`config.mk`:
```
export PLATFORM = sky130hd
export DESIGN_NAME = cbrt_arbiter
export DESIGN_NICKNAME = d
export VERILOG_FILES = /design/src/rtl/cbrt_arbiter_pkg.sv /design/src/rtl/cbrt_arbiter_rr_pick.sv /design/src/rtl/cbrt_arbiter.sv
export SDC_FILE = /design/constraint.sdc
export NUM_CORES = 1
export LEC_CHECK = 0
export CELL_PAD_IN_SITES_DETAIL_PLACEMENT = 1
export CELL_PAD_IN_SITES_GLOBAL_PLACEMENT = 1
export CORE_ASPECT_RATIO = 1.5
export CORE_MARGIN = 3
export CORE_UTILIZATION = 34
export DETAILED_ROUTE_END_ITERATION = 12
export GPL_TIMING_DRIVEN = 0
export PLACE_DENSITY_LB_ADDON = 0.05
export SLEW_MARGIN = 0
export SYNTH_ARGS = -nofsm -noshare
export SYNTH_HDL_FRONTEND = slang
export SYNTH_SLANG_ARGS = --single-unit
```
`constraint.sdc`:
```
create_clock -name clk -period 2.6 [get_ports clk]
set_input_delay 0.26 -clock clk [delete_from_list [all_inputs] [get_ports clk]]
set_output_delay 0.26 -clock clk [all_outputs]
set_load 0.01 [all_outputs]
```
`src/rtl/cbrt_arbiter_pkg.sv`:
```
// Shared state encoding and parameter defaults for the cube-root request arbiter.
package cbrt_arbiter_pkg;

  localparam int unsigned NReqDefault    = 4;
  localparam int unsigned TimeoutDefault = 1023;

  typedef enum logic [1:0] {
    StIdle,
    StLaunch,
    StWait,
    StResp
  } state_e;

endpackage

```
`src/rtl/cbrt_arbiter_rr_pick.sv`:
```
// Round-robin search: first set request bit at or after ptr, wrapping modulo N_REQ.
module cbrt_arbiter_rr_pick
  import cbrt_arbiter_pkg::*;
#(
  parameter int unsigned N_REQ = NReqDefault,
  parameter int unsigned IdxW  = $clog2(N_REQ)
) (
  input  logic [N_REQ-1:0] req,
  input  logic [IdxW-1:0]  ptr,
  output logic             grant_valid,
  output logic [IdxW-1:0]  grant_idx
);

  logic [IdxW-1:0] cand;

  always_comb begin
    grant_valid = 1'b0;
    grant_idx   = '0;
    cand        = '0;
    for (int unsigned k = 0; k < N_REQ; k++) begin
      cand = IdxW'((32'(ptr) + k) % N_REQ);
      if (!grant_valid && req[cand]) begin
        grant_valid = 1'b1;
        grant_idx   = cand;
      end
    end
  end

endmodule

```
`src/rtl/cbrt_arbiter.sv`:
```
// Round-robin arbiter sharing one external cube-root core among N_REQ requesters,
// with a busy-cycle timeout that aborts a stuck core operation.
module cbrt_arbiter
  import cbrt_arbiter_pkg::*;
#(
  parameter int unsigned N_REQ   = NReqDefault,
  parameter int unsigned TIMEOUT = TimeoutDefault
) (
  input  logic               clk,
  input  logic               rst,
  input  logic [N_REQ-1:0]   req_valid,
  input  logic [8*N_REQ-1:0] req_x,
  output logic [N_REQ-1:0]   req_ready,
  output logic [N_REQ-1:0]   resp_valid,
  output logic [2:0]         resp_result,
  output logic               resp_err,
  output logic [7:0]         core_x,
  output logic               core_start,
  input  logic               core_busy,
  input  logic [2:0]         core_result,
  output logic               err_sticky
);

  localparam int unsigned     IdxW   = $clog2(N_REQ);
  localparam int unsigned     CntW   = $clog2(TIMEOUT + 1);
  localparam logic [CntW-1:0] CntMax = CntW'(TIMEOUT);

  state_e          state_q, state_d;
  logic [IdxW-1:0] rr_ptr_q, rr_ptr_d;
  logic [IdxW-1:0] id_q, id_d;
  logic [7:0]      x_q, x_d;
  logic [2:0]      res_q, res_d;
  logic            err_q, err_d;
  logic            sticky_q, sticky_d;
  logic [CntW-1:0] cnt_q, cnt_d;

  logic            grant_valid;
  logic [IdxW-1:0] grant_idx;

  cbrt_arbiter_rr_pick #(
    .N_REQ(N_REQ),
    .IdxW (IdxW)
  ) u_rr_pick (
    .req        (req_valid),
    .ptr        (rr_ptr_q),
    .grant_valid(grant_valid),
    .grant_idx  (grant_idx)
  );

  always_comb begin
    state_d     = state_q;
    rr_ptr_d    = rr_ptr_q;
    id_d        = id_q;
    x_d         = x_q;
    res_d       = res_q;
    err_d       = err_q;
    sticky_d    = sticky_q;
    cnt_d       = cnt_q;
    req_ready   = '0;
    resp_valid  = '0;
    resp_result = '0;
    resp_err    = 1'b0;
    core_x      = '0;
    core_start  = 1'b0;

    unique case (state_q)
      StIdle: begin
        // Gate with rst so req_ready stays low while reset is held.
        if (rst && grant_valid) begin
          req_ready[grant_idx] = 1'b1;
          x_d                  = req_x[{grant_idx, 3'b000} +: 8];
          id_d                 = grant_idx;
          state_d              = StLaunch;
        end
      end
      StLaunch: begin
        core_start = 1'b1;
        core_x     = x_q;
        cnt_d      = '0;
        state_d    = StWait;
      end
      StWait: begin
        core_x = x_q;
        if (!core_busy) begin
          res_d   = core_result;
          state_d = StResp;
        end else begin
          cnt_d = cnt_q + 1'b1;
          if (cnt_d == CntMax) begin
            res_d    = '0;
            err_d    = 1'b1;
            sticky_d = 1'b1;
            state_d  = StResp;
          end
        end
      end
      StResp: begin
        resp_valid[id_q] = 1'b1;
        resp_result      = res_q;
        resp_err         = err_q;
        // Served requester drops to lowest priority for the next search.
        rr_ptr_d         = (id_q == IdxW'(N_REQ - 1)) ? '0 : id_q + 1'b1;
        err_d            = 1'b0;
        state_d          = StIdle;
      end
      default: state_d = StIdle;
    endcase
  end

  assign err_sticky = sticky_q;

  always_ff @(posedge clk or negedge rst) begin
    if (!rst) begin
      state_q  <= StIdle;
      rr_ptr_q <= '0;
      id_q     <= '0;
      x_q      <= '0;
      res_q    <= '0;
      err_q    <= 1'b0;
      sticky_q <= 1'b0;
      cnt_q    <= '0;
    end else begin
      state_q  <= state_d;
      rr_ptr_q <= rr_ptr_d;
      id_q     <= id_d;
      x_q      <= x_d;
      res_q    <= res_d;
      err_q    <= err_d;
      sticky_q <= sticky_d;
      cnt_q    <= cnt_d;
    end
  end

endmodule

```
# Word-level counts from Yosys, hierarchy flattened
# Index checks and enable logic that the tools add are counted.
# classes
muxes,39
order_cmp,8
reduce_logical,19
n_shift,1
eq_ne,10
addsub,5
# op_table
op,n
$shiftx 32x6->8,1
$pmux 10 s2,1
$lt 2x3->1 const B,6
$mux 2,8
$mux 1,14
$mux 4,3
$add 10x1->10 const B,1
$eq 10x10->1 const B,1
$mux 10,1
$mux 3,3
$bmux 1 s2,4
$mux 8,1
$pmux 2 s4,1
$reduce_and 2->1,4
$eq 2x2->1 const B,3
$logic_and 1x1->1,6
$ne 2x2->1 const B,3
$reduce_and 3->1,2
$add 2x1->2 const B,2
$add 2x2->2 const B,2
$demux 1 s2,2
$ge 2x1->1 const B,2
$reduce_bool 2->1,2
$logic_not 1->1,3
other kinds (6),6
# word_totals
ff_bits,29
output_inout_bits,22

# Longest topological paths before layout
# Gate-level depths: netlist of run 1.
# depth
word_depth,18
ltp_mapped,9
depth_no_buf,7

# Hierarchy
# Synthesis of run 1 repeated with hierarchy kept, for this count alone.
# hier_totals
cells_unflattened,211
hier_area_um2,1965.6
# by_module_without_submodules
mod,instances,seq_area_each_um2,cells_each,area_each_um2
cbrt_arbiter,1,725.7,196,1888.1
cbrt_arbiter_rr_pick,1,0.0,15,77.6

# Worst setup path before layout of run 1
# No wires, ideal clock.
# synth_timing
kind,register to register
startpoint,register cnt_q[0]
endpoint,register err_q
synth_period_minus_slack_ps,1961
path_slack_ps,639
path_buffers,0
stages_incl_launch_ff,6
arrival_ps,1857
setup_time_ps,104
cell_sequence,dfrtp_1 -> ha_1 -> xnor2_1 -> or4_4 -> or3_1 -> o311ai_1
# synth_via
elab_chain_len,4
# synth_lines
element,line,source
start: declaration,cbrt_arbiter.sv:35,"logic [CntW-1:0] cnt_q, cnt_d;"
start signal: assignment,cbrt_arbiter.sv:130,cnt_q <= cnt_d;
$add 10x1->10,cbrt_arbiter.sv:88,cnt_d = cnt_q + 1'b1;
$eq 10x10->1,cbrt_arbiter.sv:89,if (cnt_d == CntMax) begin
$ne 2x2->1 (no source line),n/a,
$reduce_and 3->1 (no source line),n/a,
end signal: assignment,cbrt_arbiter.sv:128,err_q <= err_d;
end: declaration,cbrt_arbiter.sv:33,"logic err_q, err_d;"
# No other way between the ends.
# A chain may end at the register's enable or synchronous reset.

# Worst setup path after layout of run 1
# layout_timing
startpoint,register rr_ptr_q[1]
endpoint,output req_ready[3]
# layout_via
elab_chain_len,18
# layout_lines
element,line,source
start: declaration,cbrt_arbiter.sv:29,"logic [IdxW-1:0] rr_ptr_q, rr_ptr_d;"
start signal: assignment,cbrt_arbiter.sv:124,rr_ptr_q <= rr_ptr_d;
branches (longest 16 deep; another with $lt 2x3->1),n/a,
$mux 4 *,cbrt_arbiter.sv:69,if (rst && grant_valid) begin
$mux 4 *,cbrt_arbiter.sv:66,unique case (state_q)
end: declaration,cbrt_arbiter.sv:13,"output logic [N_REQ-1:0] req_ready,"
# Every way passes the cells marked *. The select of a mux whose other input is x is not followed.

==> metrics.md, run 1 <==
| Metric | Value |
|---|---|
| Status | `completed` |
| Cell Area, Synth | `just over 2000 µm²` |
| Clk_lat worst skew | `0.29 ns` |
| Largest cells by area after synthesis | `dfrtp_1 (36%), ha_1 (6.2%), nand2_1 (6.1%), a211oi_1 (5.9%), mux2i_1 (5.4%)` |
| CTS Root Cell | `clkbuf_8` |
| Post-synth EDFFs | `0` |
| Die W | `slightly below 70 µm` |
| Layout area overhead | `43.8%` |
| Die Y | `about 100 µm` |
| Clock transition at path regs | `around 0.070 ns` |
| Largest family of logic cells by synthesized area | `simple AND/OR/NAND/NOR gates` |
| Yosys cell types | `47` |
| Placer Congestion | `around 0.74` |
| Clock Tree Buf Depth | `2` |
| Share of layout cells above drive strength 1 | `0.0981` |
| Initial drt markers | `44` |
| Yosys warns | `0` |
| Final slew viol count | `0` |
| Final period util | `0.957` |
| DRT Pass-1 Iters | `4` |
| CP required | `2.34 ns` |
| Worst Setup Path Type | `reg2out` |
| Fin nets | `about 370` |
| H-tree depth | `2` |
| Initial core utilization | `0.362` |
| RSZ-0062 raised after global routing | `no` |
| Post-Synth XOR/XNOR Area | `0.00862` |
| Worst reg-to-reg path cell count | `9` |
| Vias | `slightly above 2000` |
| CP max stage cell | `dfrtp_1` |
| Max frequency | `0.402 GHz` |
| Top Ports | `64` |
| Clk_skew | `around 0.0045 ns` |
| Max_cap viols | `0` |
| Via count of the first global-routing pass | `2171` |
| Post-Syn Instances | `242` |
| Placed Cells | `between 300 and 400` |
| Slew of the pin with the lowest slew margin | `just over 0.9 ns` |
| Initial antenna violation count | `0` |
| Fill count | `about 700` |
| Total CTS buffers | `5` |
| Final hold vios | `0` |
| Pwr Density | `947 nW/µm²` |
| Slew Limit Headroom | `0.391` |
| Core area | `~5600 µm²` |
| Area share of the largest cell type after synthesis | `0.357` |
| Yosys reg bits | `29` |
| Area occupied by multi-input gates | `between 1000 and 1500 µm²` |
| Total design power | `2.77 mW` |
| Synth Area in Compound Gates | `0.204` |
| Total track usage | `0.175` |
| WL per Instance | `15.4 µm` |
| Final Setup Violations | `0` |
| CP max stage delay | `0.33 ns` |
| Critical Path, Cell by Cell | `buf_4, mux2i_4, nor2_4, or3_1, buf_2, buf_2, nor3_1, clkdlybuf4s15_1` |
| Pin count of the biggest net entering global routing | `30` |
| Crit. End Element | `output pin` |
| Worst Path Max Fanout | `10` |
| Synth Flop Type | `dfrtp_1` |
| Dpl hpwl | `roughly 4700 µm` |
| Crit path top cell by count | `buf_2` |
| Final ANT Viol Nets | `0` |
| Antenna diode count | `0` |
| Post-Synth Simple-Gate Area | `0.259` |
| Grt ovf | `0` |
| Maximum VDD drop | `approximately 0.40 mV` |
| Mapped Avg Cell Area | `approximately 8.4 µm²` |
| IO buf count | `62` |
| CTS Sinks | `29` |
| Seq/Total Area, Yosys | `0.357` |
| Asr flop ratio synth | `1.00` |
| Detailed Route WL | `just under 6000 µm` |
| First-pass GRT wire length | `~9900 µm` |
| Pleak | `roughly 1.2 nW` |
| Synth Area in Adders | `0.0615` |
| Post-synth top cells | `nand2_1 (33), dfrtp_1 (29), nor2_1 (20)` |
| Cell Rows | `33` |
| Most frequent cell after synthesis | `nand2_1` |
| DRC | `0` |
| Net Count, Synth | `294` |
| Avg Vias per Cell | `between 5 and 6` |
| TritonCTS clock tree | `done` |
| Worst hold path type | `in2async` |
| Non-filler instance count after layout | `around 390` |
| Leading area contributor after synthesis | `dfrtp_1` |
| Mux cell area share after synthesis | `0.0597` |
| Worst setup SP type | `register` |
| Die Footprint | `about 7000 µm²` |
| Total area of sequential cells | `about 730 µm²` |
| WP data arrival | `between 2 and 2.5 ns` |
| Tmin final | `2.49 ns` |
-- flip-flops by register name, summed over array words and instances (netlist names) --
signal      flops
res_q           3
rr_ptr_q        2
err_q           1
x_q             8
err_sticky      1
id_q            2
state_q         2
cnt_q          10
-- logic make-up after synthesis --
group / Yosys count
buffers and inverters: 22
adder cells (fa/ha/maj): 10
XOR/XNOR: 2
AND/OR/NAND/NOR: 104
AO/OA/AOI/OAI: 63
multiplexers: 12
flip-flops: 29
-- cells in the final DEF, fill, tap and decap left out, types with 3 or more instances in the layout --
| master | instances |
|---|---|
| clkbuf_1 | 6 |
| ha_1 | 10 |
| dlygate4sd2_1 | 3 |
| inv_1 | 9 |
| dfrtp_1 | 29 |
| nand3_1 | 3 |
| nand2_1 | 33 |
| clkbuf_8 | 7 |
| buf_4 | 4 |
| a211oi_1 | 16 |
| a21oi_1 | 11 |
| a22oi_1 | 3 |
| buf_2 | 3 |
| and2_1 | 16 |
| nor3_1 | 13 |
| o21ai_0 | 15 |
| nor2_1 | 20 |
| clkdlybuf4s50_1 | 56 |
| mux2i_1 | 10 |
| or3_1 | 3 |
-- power by group --
part           switching, mW  internal (mW)  leakage (nW)
clock                  0.182          0.239        0.0542
combinational          0.832          0.784         0.822
sequential             0.115          0.617         0.356
-- critical path, delay by kind of cell (launching register included) --
kind                   cells  cell delay [ns]
muxes                      1             0.26
and+or+nand+nor            3             0.59
buffers and inverters      4             0.77
DFF                        1             0.33
-- stage by stage --
step	util	instance area (µm²)	hold slack, ns	TNS, ns	setup WS, ns
final	0.521	2920	0.476	0	0.111
after global routing	0.521	2920	0.499	0	0.0121
after CTS	0.521	2930	0.479	0	0.0607
after detailed placement	0.487	2740	0.357	-0.939	-0.268
after global placement	0.488	2740	0.457	-12.64	-1.25
after floorplan	-	2030	-0.0356	0	0.639
-- routing by layer --
layer  global-route usage  part of all wire  wire [µm]
met5                    0                 0          0
met4               0.0752             0.018        107
met3               0.0349             0.041        246
met2                0.338              0.55       3290
met1                0.181              0.39       2310
-- cell type report --
type / instances / area share
Tap cell: 70 / 0.0300
Inverter: 9 / 0.0116
Buffer: 13 / 0.0248
Sequential cell: 29 / 0.248
Timing Repair Buffer: 66 / 0.224
Clock buffer: 7 / 0.0329
Multi-Input combinational cell: 191 / 0.427
Clock inverter: 1 / 0.00171
-- worst paths after layout --
path / start / to / slack (ns)
max: rr_ptr_q[1]$_DFFE_PN0P_ / req_ready[3] / 0.11
min: rst / cnt_q[4]$_DFFE_PN0P_ / 0.48
max reg2reg: state_q[0]$_DFFE_PN0P_ / cnt_q[4]$_DFFE_PN0P_ / 0.34
min reg2reg: err_sticky$_DFFE_PN0P_ / err_sticky$_DFFE_PN0P_ / 0.48
max in group asynchronous: rst / res_q[0]$_DFFE_PN0P_ / 1.95
min in group clk: err_sticky$_DFFE_PN0P_ / err_sticky$_DFFE_PN0P_ / 0.48
-- repair_timing --
item,in CTS,in global routing
setup endpoints to repair,4,6
gates resized for setup,13,6
setup buffers,2,0
hold buffers,2,0
pin swaps,2,0
endpoints found under the hold margin,29,0
(Power assumes the default switching activity.)
==> inputs of run 2 (changes only) <==
--- a/config.mk
+++ b/config.mk
@@ -5,6 +5,7 @@
 export SDC_FILE = /design/constraint.sdc
 export NUM_CORES = 1
 export LEC_CHECK = 0
+export ABC_AREA = 1
 export CELL_PAD_IN_SITES_DETAIL_PLACEMENT = 1
 export CELL_PAD_IN_SITES_GLOBAL_PLACEMENT = 1
 export CORE_ASPECT_RATIO = 1.5
@@ -12,6 +13,7 @@
 export CORE_UTILIZATION = 34
 export DETAILED_ROUTE_END_ITERATION = 12
 export GPL_TIMING_DRIVEN = 0
+export MAX_ROUTING_LAYER = met4
 export PLACE_DENSITY_LB_ADDON = 0.05
 export SLEW_MARGIN = 0
 export SYNTH_ARGS = -nofsm -noshare
==> run 2 against run 1 <==
Net effect:
- area after synthesis grew 21%
- die area grew 19%
- clock power grew 15%
- worst setup slack gained 0.099 ns
- global-route usage grew 0.69 points
- total power grew 45%
- register-to-register slack gained 0.04 ns
- critical endpoint is now req_ready[1]
- largest cell class unchanged
- largest power group unchanged
- highest routed layer unchanged
==> metrics.md, run 2 <==
| Metric | Value |
|---|---|
| Worst hold path type | `in2async` |
| Asr flop ratio synth | `1.00 (unchanged)` |
| Placer Congestion | `0.849 (+14%)` |
| Avg Vias per Cell | `4.76 (-11%)` |
| Max frequency | `0.419 GHz (+4.2%)` |
| Total track usage | `0.182 (+0.00692)` |
| DRT Pass-1 Iters | `4 (unchanged)` |
| Non-filler instance count after layout | `523 (+35%)` |
| Yosys cell types | `27 (-43%)` |
| Post-synth top cells | `nand2_1 (126), inv_1 (71), nand3_1 (31)` |
| Pin count of the biggest net entering global routing | `32 (+6.7%)` |
| Detailed Route WL | `6760 µm (+13%)` |
| Placed Cells | `510 (+36%)` |
| Net Count, Synth | `421 (+43%)` |
| Worst setup SP type | `register` |
| Clock Tree Buf Depth | `2 (unchanged)` |
| Die Y | `110 µm (+9.2%)` |
| CP required | `2.34 ns (about the same)` |
| Fin nets | `496 (+35%)` |
| Worst reg-to-reg path cell count | `8 (-1)` |
| Final ANT Viol Nets | `0 (unchanged)` |
| Area share of the largest cell type after synthesis | `0.296 (-0.0609)` |
| Max FFs per register | `10 (unchanged)` |
| RSZ-0062 raised after global routing | `no` |
| WP data arrival | `2.13 ns (-0.10 ns)` |
| CTS Root Cell | `clkbuf_8` |
| Status | `completed` |
| Most frequent cells in the layout | `nand2_1 (126), inv_1 (70), clkdlybuf4s50_1 (58)` |
| Worst slack, placed | `-0.221 ns (+0.0467 ns)` |
| Largest reg by FF count | `cnt_q` |
| Die W | `75.3 µm (+8.9%)` |
| WL per Instance | `12.9 µm (-16%)` |
| Placement Cell Area | `3170 µm² (+16%)` |
| Total CTS buffers | `5 (unchanged)` |
| Core area | `6940 µm² (+24%)` |
| Yosys reg bits | `29 (unchanged)` |
| Cell Area, Synth | `2450 µm² (+21%)` |
| Worst Path Max Fanout | `10 (unchanged)` |
| IO buf count | `63 (+1.6%)` |
| DRC | `0 (unchanged)` |
| Final worst slack | `0.211 ns (+0.0994 ns)` |
| Crit. End Element | `output pin` |
| Max_cap viols | `0 (unchanged)` |
| Final setup TNS | `0 ns (unchanged)` |
| Tmin final | `2.39 ns (-0.0994 ns)` |
| Seq/Total Area, Yosys | `0.296 (-0.0609)` |
| TritonCTS clock tree | `done` |
| Leading area contributor after synthesis | `dfrtp_1` |
| Most frequent cell after synthesis | `nand2_1` |
| Synth Flop Type | `dfrtp_1` |
| R2r endpoint | `cnt_q[8]$_DFFE_PN0P_` |
| Dpl hpwl | `5480 µm (+18%)` |
| Final slew viol count | `0 (unchanged)` |
| Clk_skew | `0.00814 ns (+0.00368 ns)` |
| Antenna diode count | `0 (unchanged)` |
| Mapped Avg Cell Area | `6.64 µm² (-21%)` |
| Yosys warns | `0 (unchanged)` |
| Die Footprint | `8290 µm² (+19%)` |
| Final Setup Violations | `0 (unchanged)` |
| Top Ports | `64 (unchanged)` |
| Largest regs | `cnt_q (10), x_q (8), res_q (3)` |
| Clock transition at path regs | `0.06 ns (about the same)` |
| Post-Syn Instances | `369 (+52%)` |
| Post-synth EDFFs | `0 (unchanged)` |
| Largest cells by area after synthesis | `dfrtp_1 (30%), nand2_1 (19%), inv_1 (11%), nand3_1 (6.3%), ha_1 (5.1%)` |
| Pleak | `1.81 nW (+47%)` |
| Cell Rows | `37 (+12%)` |
| Initial drt markers | `73 (+66%)` |
| Layout area overhead | `35.6%` |
| Pwr Density | `1210 nW/µm² (+28%)` |
| Vias | `2492 (+21%)` |
| Slew Limit Headroom | `0.532 (+0.141)` |
| Final instance area | `3320 µm² (+14%)` |
| Share of layout cells above drive strength 1 | `0.144 (+0.0457)` |
| Maximum VDD drop | `0.548 mV (+38%)` |
| Grt ovf | `0 (unchanged)` |
| H-tree depth | `2 (unchanged)` |
| R2r setup slk | `0.38 ns (+0.04 ns)` |
| Slew of the pin with the lowest slew margin | `0.695 ns (-0.218 ns)` |
| First-pass GRT wire length | `11400 µm (+16%)` |
| Via count of the first global-routing pass | `2613 (+20%)` |
| Worst Setup Path Type | `reg2out` |
| Clk_lat worst skew | `0.28 ns (about the same)` |
| Initial core utilization | `0.353 (-0.00910)` |
| R2r startpoint | `state_q[0]$_DFFE_PN0P_` |
| CTS Sinks | `29 (unchanged)` |
| Initial antenna violation count | `0 (unchanged)` |
| Most common library cell in the layout ignoring fill and taps | `nand2_1` |
| Final hold vios | `0 (unchanged)` |
| Final period util | `0.919 (-0.0382)` |
==> run 2: cell types whose count changed after synthesis, moves of 16 or more <==
cell	before	now
nand3_1	3	31
nand2_1	33	126
a211oi_1	16	0
nand2_2	0	17
and2_1	16	0
inv_1	9	71
==> run 2: worst max path at each step <==
stage | start | end | slack, ns | cells after the start
3_3_place_gp | rst | req_ready[1] | -0.87 | 5
5_1_grt | rr_ptr_q[0]$_DFFE_PN0P_ | req_ready[1] | 0.002 | 12
3_5_place_dp | req_valid[2] | req_ready[2] | -0.22 | 12
2_1_floorplan | rr_ptr_q[0]$_DFFE_PN0P_ | req_ready[1] | 0.69 | 10
6_report | rr_ptr_q[0]$_DFFE_PN0P_ | req_ready[1] | 0.21 | 11
4_1_cts | rr_ptr_q[0]$_DFFE_PN0P_ | req_ready[2] | 0.06 | 14
==> run 2: critical path: stages, from the launching register on <==
cell	delay [ns]
dfrtp_1	0.40
buf_6	0.18
nand2_2	0.08
nand3_2	0.09
nand2_2	0.11
nor2_8	0.16
nand3_1	0.12
nand2_4	0.13
inv_2	0.05
buf_6	0.13
nor3_1	0.13
clkdlybuf4s15_1	0.26
==> run 2: metal layers <==
| layer | up-vias | GRT usage | share of wire | wire length (µm) |
|---|---|---|---|---|
| li1 | 1279 | - | - | - |
| met1 | 1149 | 0.202 | 0.40 | 2700 |
| met2 | 50 | 0.326 | 0.55 | 3710 |
| met3 | 14 | 0.0272 | 0.025 | 167 |
| met4 | 0 | 0.0613 | 0.026 | 176 |
| met5 | - | - | 0 | 0 |
==> run 2: stage by stage <==
step / utilization / hold WS [ns] / power, mW
final: 0.479 / 0.0206 / 4.02
after global routing: 0.479 / 0.0732 / 4.46
after CTS: 0.478 / 0.0514 / 4.06
after detailed placement: 0.457 / 0.356 / 3.51
after global placement: 0.458 / 0.457 / 3.45
after floorplan: - / -0.0356 / 2.64
==> run 2: logic make-up (layout without fill, tap and decap cells) <==
group | Yosys count | after routing | share of synthesized area
AOI/OAI and AO/OA | 17 | 17 | 0.0383
xor gates and xnor gates | 6 | 6 | 0.0214
adders and majority gates | 10 | 10 | 0.0510
buffers and inverters | 87 | 163 | 0.155
DFF | 29 | 29 | 0.296
and+or+nand+nor | 220 | 220 | 0.438
==> run 2: layout make-up <==
class | count | area (µm²)
fillers | 911 | 3620
multi-input cells | 253 | 1350
flip-flops and latches | 29 | 726
repair buffers | 68 | 648
inverters | 77 | 292
well taps | 78 | 97.6
plain buffers | 10 | 93.8
clock buffers | 7 | 86.3
clock inverters | 1 | 30.0
==> run 2: repair_timing <==
action / CTS / global route
setup endpoints to repair: 4 / 4
cloned: 0 / 0
hold buffers: 0 / 0
setup buffers: 3 / 2
resized for setup: 9 / 7
pin swaps: 1 / 1
==> run 2: power breakdown <==
group / switching (mW) / total [mW] / internal [mW]
Sequential: 0.110 / 0.710 / 0.600
Clock: 0.172 / 0.484 / 0.312
Combinational: 1.68 / 2.83 / 1.14
Total: 1.97 / 4.02 / 2.05
==> inputs of run 3 (changes only) <==
--- a/config.mk
+++ b/config.mk
@@ -11,6 +11,7 @@
 export CORE_ASPECT_RATIO = 1.5
 export CORE_MARGIN = 3
 export CORE_UTILIZATION = 34
+export CTS_CLUSTER_SIZE = 16
 export DETAILED_ROUTE_END_ITERATION = 12
 export GPL_TIMING_DRIVEN = 0
 export MAX_ROUTING_LAYER = met4
==> results of run 3 <==
Final layout, timing and power as in run 2 (identical DEF).
==> edit 1: new RTL, flow settings as in run 1 <==
Change the package constant `TimeoutDefault` from 1023 to 2046.
--- a/src/rtl/cbrt_arbiter_pkg.sv
+++ b/src/rtl/cbrt_arbiter_pkg.sv
@@ -3,5 +3,5 @@
 
   localparam int unsigned NReqDefault    = 4;
-  localparam int unsigned TimeoutDefault = 1023;
+  localparam int unsigned TimeoutDefault = 2046;
 
   typedef enum logic [1:0] {
Function: same outputs for any inputs over 10 cycles, from zero or initial values and one cycle with rst low; that may be too few to reach the edited logic, so the function may still have changed.
==> edit 1 against run 1 <==
- worst setup slack got worse by 6.6 ps
- sequential cell count grew 1
- non-clock buffer count fell by 3
- total power down 9.0%
- clock power down 6.9%
- combinational power decreased by 15%
- cell area rose by 2.7%
- via count is 4.5% lower
- register-to-register slack lost 40 ps
- area after synthesis grew 2.5%
- clock skew up 3.2 ps
- routed wire length is 3.6% lower
- critical path type is now input port to primary output
- critical endpoint is now req_ready[1]
- largest cell class unchanged
==> edit 1: results (changes against run 1) <==
[placed_design]
placement.cell_area_um2 = 2800  ; +2.3%
place_ws_ps = -366  ; -98.2 ps
numPortBuffers = 63  ; +1.6%
place_congestion = 0.743  ; -0.11%
dp_cells = 367  ; -1.9%

[yosys]
synth_top_cells_by_count = dfrtp_1, o21ai_0, nand2_1, mux2i_1, and2_1
synthArstFlopShare_pct = 100  ; unchanged
ys_top_cells_by_area = dfrtp_1, mux2i_1, o21ai_0
yosysSeqAreaShare_pct = 36.0  ; +0.34 points
synth.net_count = 284  ; -3.4%
avgSynthCellArea_um2 = 8.98  ; +6.9%
ys_types = 39  ; -17%

[global_route]
grt_pass1_wl_um = 9790  ; -1.0%
grt_max_degree = 31  ; +3.3%
grt_use_total_pct = 17.0  ; -0.58 points

[sta]
finClkSkew_ps = 7.66  ; +3.21 ps
max_slew_margin_pct = 58.1  ; +19 points

[routing]
wl_per_cell_um = 15.2  ; -1.5%
drt_wl_total_um = 5750  ; -3.6%
met1_length_um = 2300  ; -0.74%
via_count = 1964  ; -4.5%
drt_iter0_drc = 59  ; +34%
wl_met3_um = 339  ; +38%

[pwr]
leakagePower_nw = 1.28  ; +4.1%
p_total_mw = 2.52  ; -9.0%
peakVddDrop_uv = 443  ; +12%
switchingPower_mw = 0.976  ; -14%
p_comb_share_pct = 54.4  ; -4.0 points
powerClk_mw = 0.392  ; -6.9%

[cells_and_area]
reg.largest.list = cnt_q x11, x_q x8, res_q x3
layout.nets = 357  ; -2.7%
drive_above_1_share_pct = 11.4  ; +1.6 points

[setup_path]
cp_slowest_cell = clkdlybuf4s50_1
max_stage_delay_ps = 580  ; +250 ps

[min_path]
hp-class = flop to flop

[run_status]
status = finished, final reports clean

-- edit 1: cell types whose count changed after synthesis, sizes merged, moves of 4 or more --
cell    delta
nand3      +4
mux2i      +7
a211oi    -16
nand2      -8
o211ai     +4
mux2      +10
nor2b      +4
nor3      -10
o21ai     +14
nor2       -9
-- edit 1: final cells by class --
| cell class | count | area [µm²] |
|---|---|---|
| fill | 683 | 2870 |
| multi-input combinational | 182 | 1290 |
| sequential | 30 | 752 |
| timing repair buffer | 67 | 679 |
| tap | 72 | 90.1 |
| clock buffer | 7 | 86.3 |
| buffer | 9 | 56.3 |
| inverter | 10 | 37.5 |
| clock inverter | 1 | 5.00 |
-- edit 1: final timing paths --
kind / from / to / slack [ps] / depth (start not counted)
max: req_valid[1] / req_ready[1] / 100 / 7
min in group asynchronous: rst / cnt_q[3] / 510 / 3
max reg2reg: cnt_q[0] / state_q[1] / 300 / 6
min: err_sticky / err_sticky / 470 / 2
max in group asynchronous: rst / rr_ptr_q[1] / 1910 / 3
min reg2reg: err_sticky / err_sticky / 470 / 2
-- edit 1: cell families after synthesis --
family	Yosys count	synth area share (%)
compound gates	57	16.4
xor+xnor	1	0.781
fa+ha+maj	10	6.01
buf+inv	20	3.72
flops	30	36.0
mux	29	14.6
simple gates	85	22.5
-- edit 1: metal layers --
| layer | track usage [%] | up-vias |
|---|---|---|
| met1 | 18.5 | 946 |
| met5 | 0 | - |
| met4 | 5.01 | 0 |
| met2 | 31.5 | 42 |
| met3 | 5.22 | 6 |
| li1 | - | 970 |
-- edit 1: timing repair --
action                                  CTS  global route
gates cloned                              0             0
endpoints found under the hold margin    30             0
setup buffers                             0             2
hold buffers                              2             0
endpoints found under the setup margin    5             4
gates resized for setup                  11             9
pin swaps                                 0             2
==> edit 2: new RTL, settings of run 1 <==
Made on the original files. Put a register stage on the output `resp_err`, cleared by the reset. The value now appears one clock later. The other outputs are not delayed to match.
--- a/src/rtl/cbrt_arbiter.sv
+++ b/src/rtl/cbrt_arbiter.sv
@@ -25,4 +25,6 @@
   localparam int unsigned     CntW   = $clog2(TIMEOUT + 1);
   localparam logic [CntW-1:0] CntMax = CntW'(TIMEOUT);
+
+  logic resp_err_d;
 
   state_e          state_q, state_d;
@@ -60,5 +62,5 @@
     resp_valid  = '0;
     resp_result = '0;
-    resp_err    = 1'b0;
+    resp_err_d  = 1'b0;
     core_x      = '0;
     core_start  = 1'b0;
@@ -98,5 +100,5 @@
         resp_valid[id_q] = 1'b1;
         resp_result      = res_q;
-        resp_err         = err_q;
+        resp_err_d       = err_q;
         // Served requester drops to lowest priority for the next search.
         rr_ptr_d         = (id_q == IdxW'(N_REQ - 1)) ? '0 : id_q + 1'b1;
@@ -132,4 +134,12 @@
   end
 
+  always_ff @(posedge clk or negedge rst) begin
+    if (!rst) begin
+      resp_err <= '0;
+    end else begin
+      resp_err <= resp_err_d;
+    end
+  end
+
 endmodule
 
Formal check against the unedited RTL: no difference found for any inputs over 10 cycles, from zero or initial values and one cycle with rst low; that may be too few to reach the edited logic, so the function may still have changed.
==> edit 2 against run 1 <==
- non-clock buffer count down 5
- total power down 8.9%
- register-to-register slack worse by 200 ps
- critical path depth down 2
- sequential cell count up 1
- routed wire length down 1.5%
- clock skew up 2.9 ps
- die area up 1.2%
- combinational power down 12%
- cell area down 0.68%
- area after synthesis up 1.3%
- first-iteration DRC count unchanged
- worst setup slack better by 26 ps
- synthesized cell count down 15%
- largest power group unchanged
==> edit 2: results (changes against run 1) <==
[routing]
drt_wl_total_um = 5870  ; -1.5%
met1_length_um = 2140  ; -7.4%
wl_met3_um = 236  ; -4.1%
wl_met2_um = 3420  ; +3.7%
via_count = 1876  ; -8.8%

[pwr]
powerDensity_nw_per_um2 = 868  ; -8.3%
clkPwrFrac_pct = 14.1  ; -1.1 points
leakagePower_nw = 1.16  ; -5.5%
p_seq_share_pct = 29.2  ; +2.8 points
peakVddDrop_uv = 379  ; -4.3%
netSwitchingFraction_pct = 38.3  ; -2.5 points

[global_route]
grt_util_met3_pct = 4.07  ; +0.58 points
grt_use_total_pct = 17.4  ; -0.11 points
first_global_vias = 2080  ; -4.2%
use_met2_pct = 35.2  ; +1.4 points
grt_pass1_wl_um = 9730  ; -1.7%
grt_max_degree = 31  ; +3.3%

[cells_and_area]
nFillCells = 664  ; -3.8%
multi_input_area_um2 = 1260  ; +0.60%
drive_above_1_share_pct = 15.6  ; +5.8 points

[yosys]
yosysSeqAreaShare_pct = 36.5  ; +0.76 points
ys_top_cells_by_area = dfrtp_1, mux4_2, ha_1
synth_top_cells_by_count = dfrtp_1, and2_1, o21ai_0, nand2_1, ha_1
ys_types = 48  ; +2.1%
syn_inst = 205  ; -15%

[setup_path]
max_stage_delay_ps = 570  ; +240 ps
cp_slowest_cell = clkdlybuf4s50_1
crit_path_start = req_valid[0]
r2r-start = cnt_q[0]

[placed_design]
place_ws_ps = -315  ; -46.8 ps
place_congestion = 0.763  ; +2.5%
dp_hpwl_um = 4560  ; -2.1%
placement.cell_area_um2 = 2770  ; +1.1%

[sta]
finClkSkew_ps = 7.31  ; +2.86 ps
max_slew_margin_pct = 62.2  ; +23 points

[min_path]
hp-class = flop to flop

[run_status]
status = finished, final reports clean

[clock_tree]
clockBufferDepth = 2  ; unchanged

==> edit 2: cell count changes in the layout (fill, tap and decap cells not counted), moves of 3 or more <==
cell,delta
nor2_1,-16
nor3_1,-10
dlygate4sd2_1,-3
nand3_1,+3
mux4_2,+8
mux2_2,+8
clkdlybuf4s50_1,+5
nor2b_1,+5
mux2i_1,-6
a22oi_1,-3
nand2_1,-19
nand4_1,+4
nor3b_1,+3
a211oi_1,-16
==> edit 2: worst paths after layout <==
check | end | slack, ps | depth (start not counted)
max | req_ready[0] | 140 | 6
min | err_sticky | 470 | 1
max reg2reg | err_q | 140 | 6
min reg2reg | err_sticky | 470 | 1
max in group asynchronous | x_q[1] | 1890 | 3
min in group asynchronous | res_q[1] | 510 | 3
==> edit 2: area by class of cell <==
class | count | share of cell area (%)
clock buffer | 5 | 2.37
tap | 72 | 3.10
timing repair buffer | 65 | 22.6
buffer | 9 | 1.59
inverter | 7 | 0.905
sequential | 30 | 25.9
clock inverter | 2 | 0.345
multi-input combinational | 157 | 43.3
==> edit 2: kinds of logic (layout without fill, tap and decap cells) <==
| kind of cell | Yosys count | in the layout | share of synthesized area (%) |
|---|---|---|---|
| xor+xnor | 5 | 5 | 2.13 |
| compound gates | 49 | 49 | 16.2 |
| mux | 21 | 21 | 15.6 |
| flops | 30 | 30 | 36.5 |
| simple gates | 72 | 72 | 19.8 |
| fa+ha+maj | 10 | 10 | 6.08 |
| buf+inv | 18 | 88 | 3.77 |
==> edit 2: timing repair <==
action | 4_1_cts | 5_1_grt
setup endpoints to repair | 8 | 5
pin swaps | 0 | 1
hold endpoints to repair | 30 | 0
setup buffers | 0 | 1
gates resized for setup | 8 | 2
hold buffers | 2 | 0
